--- config.mk ---
export PLATFORM = sky130hd
export DESIGN_NAME = cordic_magph_arb_flat
export DESIGN_NICKNAME = d
export VERILOG_FILES = /design/src/rtl/cordic_magph_arb_pkg.sv /design/src/rtl/cordic_magph_arb_if.sv /design/src/rtl/cordic_magph_arb_rr_arbiter.sv /design/src/rtl/cordic_magph_arb.sv /design/src/flat_wrapper.sv
export SDC_FILE = /design/constraint.sdc
export NUM_CORES = 1
export LEC_CHECK = 0
export ABC_AREA = 1
export CAP_MARGIN = 20
export CORE_MARGIN = 3
export CORE_UTILIZATION = 39
export CTS_BUF_LIST = sky130_fd_sc_hd__clkbuf_8
export DETAILED_ROUTE_END_ITERATION = 10
export PLACE_DENSITY = 0.87
export REMOVE_ABC_BUFFERS = 1
export SLEW_MARGIN = 15
export SYNTH_ARGS = -nofsm -noshare
export SYNTH_HDL_FRONTEND = slang
export SYNTH_SLANG_ARGS = --single-unit
--- constraint.sdc ---
create_clock -name clk -period 5.1 [get_ports clk]
set_input_delay 1.02 -clock clk [delete_from_list [all_inputs] [get_ports clk]]
set_output_delay 1.02 -clock clk [all_outputs]
set_load 0.02 [all_outputs]
--- src/rtl/cordic_magph_arb_pkg.sv ---
// Shared types and helpers for the round-robin CORDIC magnitude/phase arbiter.
// Holds the FSM state enum, the round-robin pick function and the tag-width helper.
package cordic_magph_arb_pkg;

    localparam int unsigned MAX_REQ    = 16;
    localparam int unsigned MAX_ID_WDT = 4;

    typedef enum logic [2:0] {
        BOOT,
        ARB,
        START,
        BUSY,
        DONE
    } state_t;

    typedef struct packed {
        logic                  vld;
        logic [MAX_ID_WDT-1:0] idx;
    } pick_t;

    // Requester tag width; a 1-bit tag is the floor even for degenerate counts.
    function automatic int unsigned id_wdt(input int unsigned n);
        return (n < 2) ? 1 : $clog2(n);
    endfunction

    // First set request at or above ptr, wrapping modulo nreq.
    function automatic pick_t rr_pick(input logic [MAX_REQ-1:0]    req,
                                      input logic [MAX_ID_WDT-1:0] ptr,
                                      input int unsigned           nreq);
        pick_t                 p;
        logic [MAX_ID_WDT-1:0] idx;
        p = '0;
        for (int unsigned k = 0; k < MAX_REQ; k++) begin
            idx = MAX_ID_WDT'((32'(ptr) + k) % nreq);
            if (k < nreq && !p.vld && req[idx]) begin
                p.vld = 1'b1;
                p.idx = idx;
            end
        end
        return p;
    endfunction

endpackage

--- src/rtl/cordic_magph_arb_if.sv ---
// Bus interfaces of the arbiter: requester/result side and serial-core side.
// The arbiter uses cordic_req_if.slave and cordic_core_if.master.
interface cordic_req_if #(
    parameter int unsigned NREQ   = 4,
    parameter int unsigned XY_WDT = 16
);
    import cordic_magph_arb_pkg::*;
    localparam int unsigned ID_WDT = id_wdt(NREQ);

    logic [NREQ-1:0]        req_vld;
    logic [NREQ*XY_WDT-1:0] req_x;
    logic [NREQ*XY_WDT-1:0] req_y;
    logic [NREQ-1:0]        req_ack;
    logic                   res_vld;
    logic [ID_WDT-1:0]      res_id;
    logic [XY_WDT-1:0]      res_mag;
    logic [XY_WDT+1:0]      res_ph;

    modport master (
        output req_vld, req_x, req_y,
        input  req_ack, res_vld, res_id, res_mag, res_ph
    );
    modport slave (
        input  req_vld, req_x, req_y,
        output req_ack, res_vld, res_id, res_mag, res_ph
    );
endinterface

interface cordic_core_if #(
    parameter int unsigned XY_WDT = 16
);
    logic              core_en;
    logic              core_st;
    logic [XY_WDT-1:0] core_xin;
    logic [XY_WDT-1:0] core_yin;
    logic              core_rdy;
    logic [XY_WDT-1:0] core_mag;
    logic [XY_WDT+1:0] core_ph;

    modport master (
        output core_en, core_st, core_xin, core_yin,
        input  core_rdy, core_mag, core_ph
    );
    modport slave (
        input  core_en, core_st, core_xin, core_yin,
        output core_rdy, core_mag, core_ph
    );
endinterface

--- src/rtl/cordic_magph_arb_rr_arbiter.sv ---
// NREQ-wide round-robin arbiter: combinational grant, registered priority pointer.
// The pointer moves past the granted index only when upd_i strobes.
module rr_arbiter
    import cordic_magph_arb_pkg::*;
#(
    parameter  int unsigned NREQ   = 4,
    localparam int unsigned ID_WDT = id_wdt(NREQ)
) (
    input  logic              clk,
    input  logic              reset,
    input  logic              en_i,
    input  logic [NREQ-1:0]   req_i,
    input  logic              upd_i,
    output logic              gnt_vld_c,
    output logic [ID_WDT-1:0] gnt_idx_c
);

    logic [ID_WDT-1:0] ptr_q, ptr_d;
    pick_t             pick_c;

    always_comb begin
        pick_c    = rr_pick(MAX_REQ'(req_i), MAX_ID_WDT'(ptr_q), NREQ);
        gnt_vld_c = pick_c.vld;
        gnt_idx_c = ID_WDT'(pick_c.idx);
        ptr_d     = ptr_q;
        if (upd_i && pick_c.vld) begin
            ptr_d = (gnt_idx_c == ID_WDT'(NREQ - 1)) ? '0 : gnt_idx_c + ID_WDT'(1);
        end
    end

    always_ff @(posedge clk) begin
        if (!reset) begin
            ptr_q <= '0;
        end else if (en_i) begin
            ptr_q <= ptr_d;
        end
    end

endmodule

--- src/rtl/cordic_magph_arb.sv ---
// Round-robin sharing of one serial cordicMagPh core between NREQ requesters.
// Optional watchdog on the core handshake: define CORDIC_ARB_TMO_EN.
module cordic_magph_arb
    import cordic_magph_arb_pkg::*;
#(
    parameter int unsigned NREQ   = 4,
    parameter int unsigned XY_WDT = 16,
    parameter int unsigned TMO    = 64
) (
    input  logic          clk,
    input  logic          reset,
    input  logic          en,
    cordic_req_if.slave   req,
    cordic_core_if.master core,
    output logic          err_tmo
);

    localparam int unsigned ID_WDT = id_wdt(NREQ);
    localparam int unsigned PH_WDT = XY_WDT + 2;

    if (NREQ < 2 || NREQ > MAX_REQ || TMO < 2) begin : g_param_chk
        $error("cordic_magph_arb: NREQ must be 2..16 and TMO at least 2");
    end

    state_t            state_q, state_d;
    logic [NREQ-1:0]   ack_q, ack_d;
    logic              st_q, st_d;
    logic              res_vld_q, res_vld_d;
    logic [ID_WDT-1:0] tag_q, tag_d;
    logic [ID_WDT-1:0] res_id_q, res_id_d;
    logic [XY_WDT-1:0] mag_q, mag_d;
    logic [PH_WDT-1:0] ph_q, ph_d;
    logic [XY_WDT-1:0] xin_q, xin_d;
    logic [XY_WDT-1:0] yin_q, yin_d;
    logic              gnt_vld_c;
    logic [ID_WDT-1:0] gnt_idx_c;
    logic              arb_upd_c;
    logic              tmo_hit_c;

    assign arb_upd_c = (state_q == ARB) && gnt_vld_c;

    rr_arbiter #(.NREQ(NREQ)) u_rr (
        .clk       (clk),
        .reset     (reset),
        .en_i      (en),
        .req_i     (req.req_vld),
        .upd_i     (arb_upd_c),
        .gnt_vld_c (gnt_vld_c),
        .gnt_idx_c (gnt_idx_c)
    );

`ifdef CORDIC_ARB_TMO_EN
    localparam int unsigned CNT_WDT = $clog2(TMO + 1);

    logic [CNT_WDT-1:0] cnt_q, cnt_d;
    logic               err_q, err_d;
    logic               in_wait_c;

    // A result arriving on the last allowed cycle still wins over the watchdog.
    assign in_wait_c = (state_q == BUSY) || (state_q == DONE);
    assign tmo_hit_c = in_wait_c && (cnt_q == CNT_WDT'(TMO - 1))
                       && !((state_q == DONE) && core.core_rdy);

    always_comb begin
        cnt_d = in_wait_c ? cnt_q + CNT_WDT'(1) : '0;
        err_d = err_q | tmo_hit_c;
    end

    always_ff @(posedge clk) begin
        if (!reset) begin
            cnt_q <= '0;
            err_q <= 1'b0;
        end else if (en) begin
            cnt_q <= cnt_d;
            err_q <= err_d;
        end
    end

    assign err_tmo = err_q;
`else
    assign tmo_hit_c = 1'b0;
    assign err_tmo   = 1'b0;
`endif

    // State and output registers; en==0 freezes everything in lockstep with the core.
    always_ff @(posedge clk) begin
        if (!reset) begin
            state_q   <= BOOT;
            ack_q     <= '0;
            st_q      <= 1'b0;
            res_vld_q <= 1'b0;
            tag_q     <= '0;
            res_id_q  <= '0;
            mag_q     <= '0;
            ph_q      <= '0;
            xin_q     <= '0;
            yin_q     <= '0;
        end else if (en) begin
            state_q   <= state_d;
            ack_q     <= ack_d;
            st_q      <= st_d;
            res_vld_q <= res_vld_d;
            tag_q     <= tag_d;
            res_id_q  <= res_id_d;
            mag_q     <= mag_d;
            ph_q      <= ph_d;
            xin_q     <= xin_d;
            yin_q     <= yin_d;
        end
    end

    always_comb begin
        state_d = state_q;
        unique case (state_q)
            BOOT:    if (core.core_rdy) state_d = ARB;
            ARB:     if (gnt_vld_c) state_d = START;
            START:   state_d = BUSY;
            BUSY: begin
                if (tmo_hit_c)          state_d = BOOT;
                else if (!core.core_rdy) state_d = DONE;
            end
            DONE: begin
                if (core.core_rdy)  state_d = ARB;
                else if (tmo_hit_c) state_d = BOOT;
            end
            default: state_d = BOOT;
        endcase
    end

    always_comb begin
        ack_d     = '0;
        st_d      = 1'b0;
        res_vld_d = 1'b0;
        tag_d     = tag_q;
        res_id_d  = res_id_q;
        mag_d     = mag_q;
        ph_d      = ph_q;
        xin_d     = xin_q;
        yin_d     = yin_q;
        unique case (state_q)
            ARB: begin
                if (gnt_vld_c) begin
                    ack_d = NREQ'(1) << gnt_idx_c;
                    xin_d = req.req_x[gnt_idx_c*XY_WDT +: XY_WDT];
                    yin_d = req.req_y[gnt_idx_c*XY_WDT +: XY_WDT];
                    tag_d = gnt_idx_c;
                end
            end
            START: st_d = 1'b1;
            DONE: begin
                if (core.core_rdy) begin
                    res_vld_d = 1'b1;
                    res_id_d  = tag_q;
                    mag_d     = core.core_mag;
                    ph_d      = core.core_ph;
                end else if (tmo_hit_c) begin
                    res_vld_d = 1'b1;
                    res_id_d  = tag_q;
                    mag_d     = '0;
                    ph_d      = '0;
                end
            end
            BUSY: begin
                if (tmo_hit_c) begin
                    res_vld_d = 1'b1;
                    res_id_d  = tag_q;
                    mag_d     = '0;
                    ph_d      = '0;
                end
            end
            default: ;
        endcase
    end

    assign req.req_ack  = ack_q;
    assign req.res_vld  = res_vld_q;
    assign req.res_id   = res_id_q;
    assign req.res_mag  = mag_q;
    assign req.res_ph   = ph_q;
    assign core.core_en  = en;
    assign core.core_st  = st_q;
    assign core.core_xin = xin_q;
    assign core.core_yin = yin_q;

endmodule

--- src/flat_wrapper.sv ---
// flat-port wrapper written by rule: the top's interface ports become plain ports
module cordic_magph_arb_flat import cordic_magph_arb_pkg::*;
#(
    parameter int unsigned NREQ   = 4,
    parameter int unsigned XY_WDT = 16,
    parameter int unsigned TMO    = 64
)
  (clk, reset, en, err_tmo, req_req_vld, req_req_x, req_req_y, req_req_ack, req_res_vld, req_res_id, req_res_mag, req_res_ph, core_core_en, core_core_st, core_core_xin, core_core_yin, core_core_rdy, core_core_mag, core_core_ph);
  cordic_req_if #(.NREQ(NREQ), .XY_WDT(XY_WDT)) req_i ();
  cordic_core_if #(.XY_WDT(XY_WDT)) core_i ();
  input  logic clk;
  input  logic reset;
  input  logic en;
  output logic err_tmo;
  input wire logic [$bits(req_i.req_vld)-1:0] req_req_vld;
  input wire logic [$bits(req_i.req_x)-1:0] req_req_x;
  input wire logic [$bits(req_i.req_y)-1:0] req_req_y;
  output wire logic [$bits(req_i.req_ack)-1:0] req_req_ack;
  output wire logic [$bits(req_i.res_vld)-1:0] req_res_vld;
  output wire logic [$bits(req_i.res_id)-1:0] req_res_id;
  output wire logic [$bits(req_i.res_mag)-1:0] req_res_mag;
  output wire logic [$bits(req_i.res_ph)-1:0] req_res_ph;
  output wire logic [$bits(core_i.core_en)-1:0] core_core_en;
  output wire logic [$bits(core_i.core_st)-1:0] core_core_st;
  output wire logic [$bits(core_i.core_xin)-1:0] core_core_xin;
  output wire logic [$bits(core_i.core_yin)-1:0] core_core_yin;
  input wire logic [$bits(core_i.core_rdy)-1:0] core_core_rdy;
  input wire logic [$bits(core_i.core_mag)-1:0] core_core_mag;
  input wire logic [$bits(core_i.core_ph)-1:0] core_core_ph;
  assign req_i.req_vld = req_req_vld;
  assign req_i.req_x = req_req_x;
  assign req_i.req_y = req_req_y;
  assign req_req_ack = req_i.req_ack;
  assign req_res_vld = req_i.res_vld;
  assign req_res_id = req_i.res_id;
  assign req_res_mag = req_i.res_mag;
  assign req_res_ph = req_i.res_ph;
  assign core_core_en = core_i.core_en;
  assign core_core_st = core_i.core_st;
  assign core_core_xin = core_i.core_xin;
  assign core_core_yin = core_i.core_yin;
  assign core_i.core_rdy = core_core_rdy;
  assign core_i.core_mag = core_core_mag;
  assign core_i.core_ph = core_core_ph;
  cordic_magph_arb #(.NREQ(NREQ), .XY_WDT(XY_WDT), .TMO(TMO)) u_core (.clk(clk), .reset(reset), .en(en), .req(req_i), .core(core_i), .err_tmo(err_tmo));
endmodule
# [Word-level counts from Yosys, hierarchy flattened]
# Cells that the tools add are included.
[op_classes] n_lt_le_gt_ge=4 n_eq_ne=8 n_mux=22 n_addsub=4 shift=3 n_reduce_logical=14
[ops] cell="variable part select 64 x 7 -> 16 bit" n=2
[ops] cell="< comparator 2 x 5 -> 1 bit (second input constant)" n=4
[ops] cell="two-way mux 5 bit" n=4
[ops] cell="case mux 3 bit (4 select lines)" n=1
[ops] cell="two-way mux 3 bit" n=3
[ops] cell="binary-select mux 1 bit (select 2 bit)" n=4
[ops] cell="two-way mux 4 bit" n=2
[ops] cell="two-way mux 1 bit" n=7
[ops] cell="equality test 3 x 2 -> 1 bit (second input constant)" n=2
[ops] cell="AND reduction 3 bit" n=2
[ops] cell="logical AND 1 bit" n=5
[ops] cell="adder 2 x 1 -> 2 bit (second input constant)" n=2
[ops] cell="adder 2 bit (second input constant)" n=2
[ops] cell="!= test 2 bit (second input constant)" n=2
[ops] cell="AND reduction 4 bit" n=1
[ops] cell="left shift 1 x 2 -> 4 bit (first input constant)" n=1
[ops] cell="equality test 3 x 1 -> 1 bit (second input constant)" n=1
[ops] cell="equality test 3 bit (second input constant)" n=1
[ops] cell="zero test 1 bit" n=3
[ops] cell="zero test 3 bit" n=1
[ops] cell="equality test 2 bit (second input constant)" n=1
[ops] cell="two-way mux 2 bit" n=1
[ops] cell="!= test 2 x 1 -> 1 bit (second input constant)" n=1
[ops] cell="AND reduction 2 bit" n=1
[ops] cell="OR reduction 2 bit" n=1
[word_totals] in_bits=170 regBits=81

# [Depth between registers and ports, before layout]
[logic_depth] word_depth=15 depth_mapped=16

# [Cells and area by module]
# A second synthesis with hierarchy kept.
[unflattened] cells_unflattened=618 hier_area_um2=4041.4
[by_module_without_submodules] module="cordic_magph_arb" cells_per_inst=546 instances=1 area_per_inst_um2=3648.5
[by_module_without_submodules] module="rr_arbiter" cells_per_inst=72 instances=1 area_per_inst_um2=392.9

# [Least setup slack after synthesis]
# OpenSTA, ideal clock, no wires.
[synth_path] kind="input -> register" startpoint="input port req_req_vld[1]" endpoint="register u_core.u_rr.ptr_q[1]" path_stages=13 setup_ns=0.119 path_slack_ns=2.549 required_ns=4.981 t_arrival_ns=2.431 cell_sequence="inv_1 -> nand2_2 -> nand3_1 -> nand2_2 -> nor2_4 -> nand3_4 -> nand3_2 -> buf_6 -> buf_6 -> inv_1 -> ha_1 -> o21ai_0 -> a21oi_1"
[synth_via] elab_chain_cells=15
[synth_rtl] item="from (decl)" line="flat_wrapper.sv:15" text="input wire logic [$bits(req_i.req_vld)-1:0] req_req_vld;"
[synth_rtl] item="binary-select mux 1 bit (select 2 bit)" line="cordic_magph_arb_pkg.sv:35" text="if (k < nreq && !p.vld && req[idx]) begin"
[synth_rtl] item="two-way mux 1 bit (implied by the code)" line="cordic_magph_arb_pkg.sv:35"
[synth_rtl] item="two-way mux 5 bit" line="cordic_magph_arb_pkg.sv:35"
[synth_rtl] item="zero test 1 bit" line="cordic_magph_arb_pkg.sv:35"
[synth_rtl] item="logical AND 1 bit" line="cordic_magph_arb_pkg.sv:35"
[synth_rtl] item="two-way mux 5 bit" line="cordic_magph_arb_pkg.sv:35"
[synth_rtl] item="zero test 1 bit" line="cordic_magph_arb_pkg.sv:35"
[synth_rtl] item="logical AND 1 bit" line="cordic_magph_arb_pkg.sv:35"
[synth_rtl] item="two-way mux 5 bit" line="cordic_magph_arb_pkg.sv:35"
[synth_rtl] item="zero test 1 bit" line="cordic_magph_arb_pkg.sv:35"
[synth_rtl] item="logical AND 1 bit" line="cordic_magph_arb_pkg.sv:35"
[synth_rtl] item="two-way mux 5 bit *" line="cordic_magph_arb_pkg.sv:35"
[synth_rtl] item="branches (longest 3 deep; another with adder 2 x 1 -> 2 bit)"
[synth_rtl] item="to (signal assigned)" line="cordic_magph_arb_rr_arbiter.sv:35" text="ptr_q <= ptr_d;"
[synth_rtl] item="to (decl)" line="cordic_magph_arb_rr_arbiter.sv:18" text="logic [ID_WDT-1:0] ptr_q, ptr_d;"
# Mark *: on every way between the ends. The select of a mux whose other input is x is not followed.
# A chain may end at the register's enable or synchronous reset.

# [Final worst setup path]
[layout_path] startpoint="input port req_req_vld[3]" endpoint="register u_core.xin_q[0] (netlist: u_core.core.core_xin[0])"
[layout_via] elab_chain_cells=13
[layout_rtl] item="binary-select mux 1 bit (select 2 bit)" line="cordic_magph_arb_pkg.sv:35"
[layout_rtl] item="two-way mux 1 bit (implied by the code)" line="cordic_magph_arb_pkg.sv:35"
[layout_rtl] item="two-way mux 5 bit" line="cordic_magph_arb_pkg.sv:35"
[layout_rtl] item="zero test 1 bit" line="cordic_magph_arb_pkg.sv:35"
[layout_rtl] item="logical AND 1 bit" line="cordic_magph_arb_pkg.sv:35"
[layout_rtl] item="two-way mux 5 bit" line="cordic_magph_arb_pkg.sv:35"
[layout_rtl] item="zero test 1 bit" line="cordic_magph_arb_pkg.sv:35"
[layout_rtl] item="logical AND 1 bit" line="cordic_magph_arb_pkg.sv:35"
[layout_rtl] item="two-way mux 5 bit" line="cordic_magph_arb_pkg.sv:35"
[layout_rtl] item="zero test 1 bit" line="cordic_magph_arb_pkg.sv:35"
[layout_rtl] item="logical AND 1 bit" line="cordic_magph_arb_pkg.sv:35"
[layout_rtl] item="two-way mux 5 bit *" line="cordic_magph_arb_pkg.sv:35"
[layout_rtl] item="variable part select 64 x 7 -> 16 bit or AND reduction 3 bit (tied branches)"
[layout_rtl] item="to (signal assigned)" line="cordic_magph_arb.sv:107" text="xin_q <= xin_d;"
[layout_rtl] item="to (decl)" line="cordic_magph_arb.sv:33" text="logic [XY_WDT-1:0] xin_q, xin_d;"
# Mark *: on every way between the ends. The rest lies on a longest branch, timed or not. The select of a mux whose other input is x is not followed.

==> flow_metrics.env <==
export IMPL_synth_top_area_share_pct=33.7
export IMPL_syn_inst=816
export IMPL_ctsHoldBuffers=0
export IMPL_ios=246
export IMPL_async_reset_ff_share_pct=0
export IMPL_leakagePower_uw=0.00339
export IMPL_period_share_pct=71.5
export IMPL_reg2reg_slack_ns=1.84
export IMPL_synth_common_cells="nand2_1 (241), nor2_1 (166), inv_1 (84)"
export IMPL_ir_worst_vdd_mv=0.156
export IMPL_clock_latency_ns=0.34
export IMPL_power_density_nw_per_um2=232
export IMPL_worst_ep_arrival_time_ns=3.93
export IMPL_dp_cells=1180
export IMPL_netlist_area_um2=4810
export IMPL_start_kind="input port"
export IMPL_final_area_um2=7450
export IMPL_ys_seq_elements=81
export IMPL_synth_seq_area_share_pct=33.7
export IMPL_drtAntennaViolNets=0
export IMPL_num_vias=5799
export IMPL_htree_levels=3
export IMPL_dp_slack_ns=1.09
export IMPL_synth_top_cell_by_area="dfxtp_1"
export IMPL_fp_dieW_um=117
export IMPL_drt_iter0_drc=422
export IMPL_slowest_delay_ns=0.73
export IMPL_required_ns=5.39
export IMPL_dp_final_hpwl_um=11800
export IMPL_areaGrowthSynthToFinish_pct=54.9
export IMPL_grt_overflow=0
export IMPL_finalClockSkew_ns=0.00363
export IMPL_hold_violations=0
export IMPL_synth_area_leaders="dfxtp_1 (34%), nand2_1 (19%), nor2_1 (13%), nand4_1 (8.5%), inv_1 (6.6%)"
export IMPL_stdcell_count=1195
export IMPL_synth_edf_count=0
export IMPL_setup_slack_ns=1.45
export IMPL_initial_core_util_pct=40.9
export IMPL_crit_slowest_cell="nor2_4"
export IMPL_reg2reg_depth=13
export IMPL_clockBufferDepth=2
export IMPL_drt_first_pass_iters=5
export IMPL_die_area_um2=13700
export IMPL_status="complete, no violations"
export IMPL_cp_end_kind="flop"
export IMPL_nets=1198
export IMPL_post_cts_setup_buffers=0
export IMPL_cts_resized=0
export IMPL_critical_path_class="input port to flop"
export IMPL_rr_startpoint="u_core.u_rr.ptr_q[0]"
export IMPL_hold_class="flop to flop"
export IMPL_worstHoldStart="u_core.req.req_ack[2]"
export IMPL_placed_area_um2=7280
export IMPL_slew_headroom_pct=41.2
export IMPL_grt_pass1_vias=5182
export IMPL_clkSinkCount=81
export IMPL_cts_buffers=9
export IMPL_hold_depth=2
export IMPL_path_clk_slew_ns=0.08
export IMPL_max_cap_viol_count=0
export IMPL_finalSetupViolCount=0
export IMPL_critical_path_buf_inv_count=3
export IMPL_tightestPinTransition_ns=0.880
export IMPL_slew_viol_final=0
export IMPL_period_minus_slack_ns=3.65
export IMPL_io_buffers=244
export IMPL_crit_chain="clkdlybuf4s50_1 -> inv_1 -> nand2_1 -> nand2_1 -> nor2_1 -> nor2_2 -> nand3_4 -> buf_4 -> nand2_2 -> nor2_4 -> nand3_1 -> nand2_1 -> nor2_1 -> nor2_1"
export IMPL_antenna_found_initial=0
export IMPL_dieHeight_um=117
export IMPL_critPathTopFamily="simple AND/OR/NAND/NOR gates"
export IMPL_syn_area_per_cell_um2=5.90
export IMPL_cts_tree="built"
export IMPL_wl_per_cell_um=13.7
export IMPL_core_um2=11800
export IMPL_drive_gt1_share_pct=3.98
export IMPL_via_per_inst=4.85
export IMPL_tns_ns=0
export IMPL_diodes=0
export IMPL_min_to="u_core.req.req_ack[2]"
export IMPL_cts_root_buf="clkbuf_8"
export IMPL_rsz0062_at_grt="no"
export IMPL_ys_warn_count=0
export IMPL_rows=39
export IMPL_fmax_mhz=274
export IMPL_grt_pass1_wl_um=25300
export IMPL_drc=0
export IMPL_ys_types=27
export IMPL_ys_flop_type="dfxtp_1"
export IMPL_gp_congestion=0.916
export IMPL_grt_max_degree=69
export IMPL_cp_max_fo=63
export IMPL_r2r_end="u_core.core.core_xin[0]"
export IMPL_drt_total_wl_um=16400
export IMPL_yosysMostFrequentCell="nand2_1"
export IMPL_grt_total_usage_pct=23.1
-- power by group --
part	switching, µW	internal (µW)
Combinational	360	275
Sequential	15.6	656
Clock	234	187
-- cell usage in the layout, fill, tap and decap left out, drive strengths merged --
cell	synthesis	layout
nor3	5	5
o21ai	38	38
clkinvlp	0	2
conb	1	1
a211oi	2	2
o211ai	1	1
inv	88	90
ha	1	1
clkinv	2	3
dfxtp	81	81
a21oi	11	11
nand4	65	65
clkbuf	25	10
clkdlybuf4s50	0	244
nand3	48	48
nor4	1	1
a21boi	1	1
buf	31	12
nor2	170	170
nand2	245	245
-- worst max path at each step --
stage	slack [ns]	cells after the start	from	endpoint
CTS	1.46	14	req_req_vld[3]	u_core.core.core_xin[0]
global route	1.15	14	req_req_vld[2]	u_core.core.core_yin[9]
global placement	1.18	14	req_req_vld[3]	u_core.core.core_yin[0]
floorplan	1.41	11	req_req_vld[1]	u_core.u_rr.ptr_q[1]
finish	1.45	14	req_req_vld[3]	u_core.core.core_xin[0]
detailed placement	1.09	14	req_req_vld[3]	u_core.core.core_xin[0]
-- state kept, by name, indices dropped and copies added, names as in the netlist, 3 cells and up --
signal,count
u_core.state_q,3
u_core.req.res_ph,18
u_core.core.core_xin,16
u_core.core.core_yin,16
u_core.req.req_ack,4
u_core.req.res_mag,16
-- worst reg2reg max path: stages, from the launching register on --
cell and delay, ns:
dfxtp_1 0.61, inv_2 0.19, nand2_1 0.10, nand2_1 0.09, nor2_1 0.18, nor2_2 0.09
nand3_4 0.09, buf_4 0.56, nand2_2 0.16, nor2_4 0.73, nand3_1 0.20, nand2_1 0.11
nor2_1 0.05, nor2_1 0.07
-- per-stage QoR --
step / util (%) / total power, µW / hold slack [ns]
detailed placement: 61.9 / 1320 / 0.458
floorplan: - / 1030 / 0.442
CTS: 63.4 / 1740 / 0.471
global placement: 61.9 / 1310 / 0.454
global route: 63.4 / 1840 / 0.486
finish: 63.4 / 1730 / 0.469
-- layout make-up --
cell class | count | area, µm²
flip-flops and latches | 81 | 1620
multi-input cells | 589 | 2580
fillers | 1084 | 4310
clock buffers | 10 | 138
well taps | 164 | 205
inverters | 90 | 338
repair buffers | 256 | 2530
clock inverters | 5 | 32.5
-- per-layer routing --
layer / global-route usage (%) / vias up / wire (µm)
li1: - / 2981 / -
met1: 29.3 / 2595 / 6720
met2: 39.6 / 205 / 8300
met3: 4.99 / 18 / 1040
met4: 6.73 / 0 / 312
met5: 0 / - / 0
-- cells by family after synthesis --
| logic type | Yosys count | share of synthesized area (%) |
|---|---|---|
| AOI/OAI and AO/OA | 53 | 5.72 |
| adders and majority gates | 1 | 0.260 |
| buffers and inverters | 146 | 12.6 |
| DFF | 81 | 33.7 |
| other | 1 | 0.0779 |
| and+or+nand+nor | 534 | 47.7 |
Note: power is estimated with default switching activity, not from simulation.
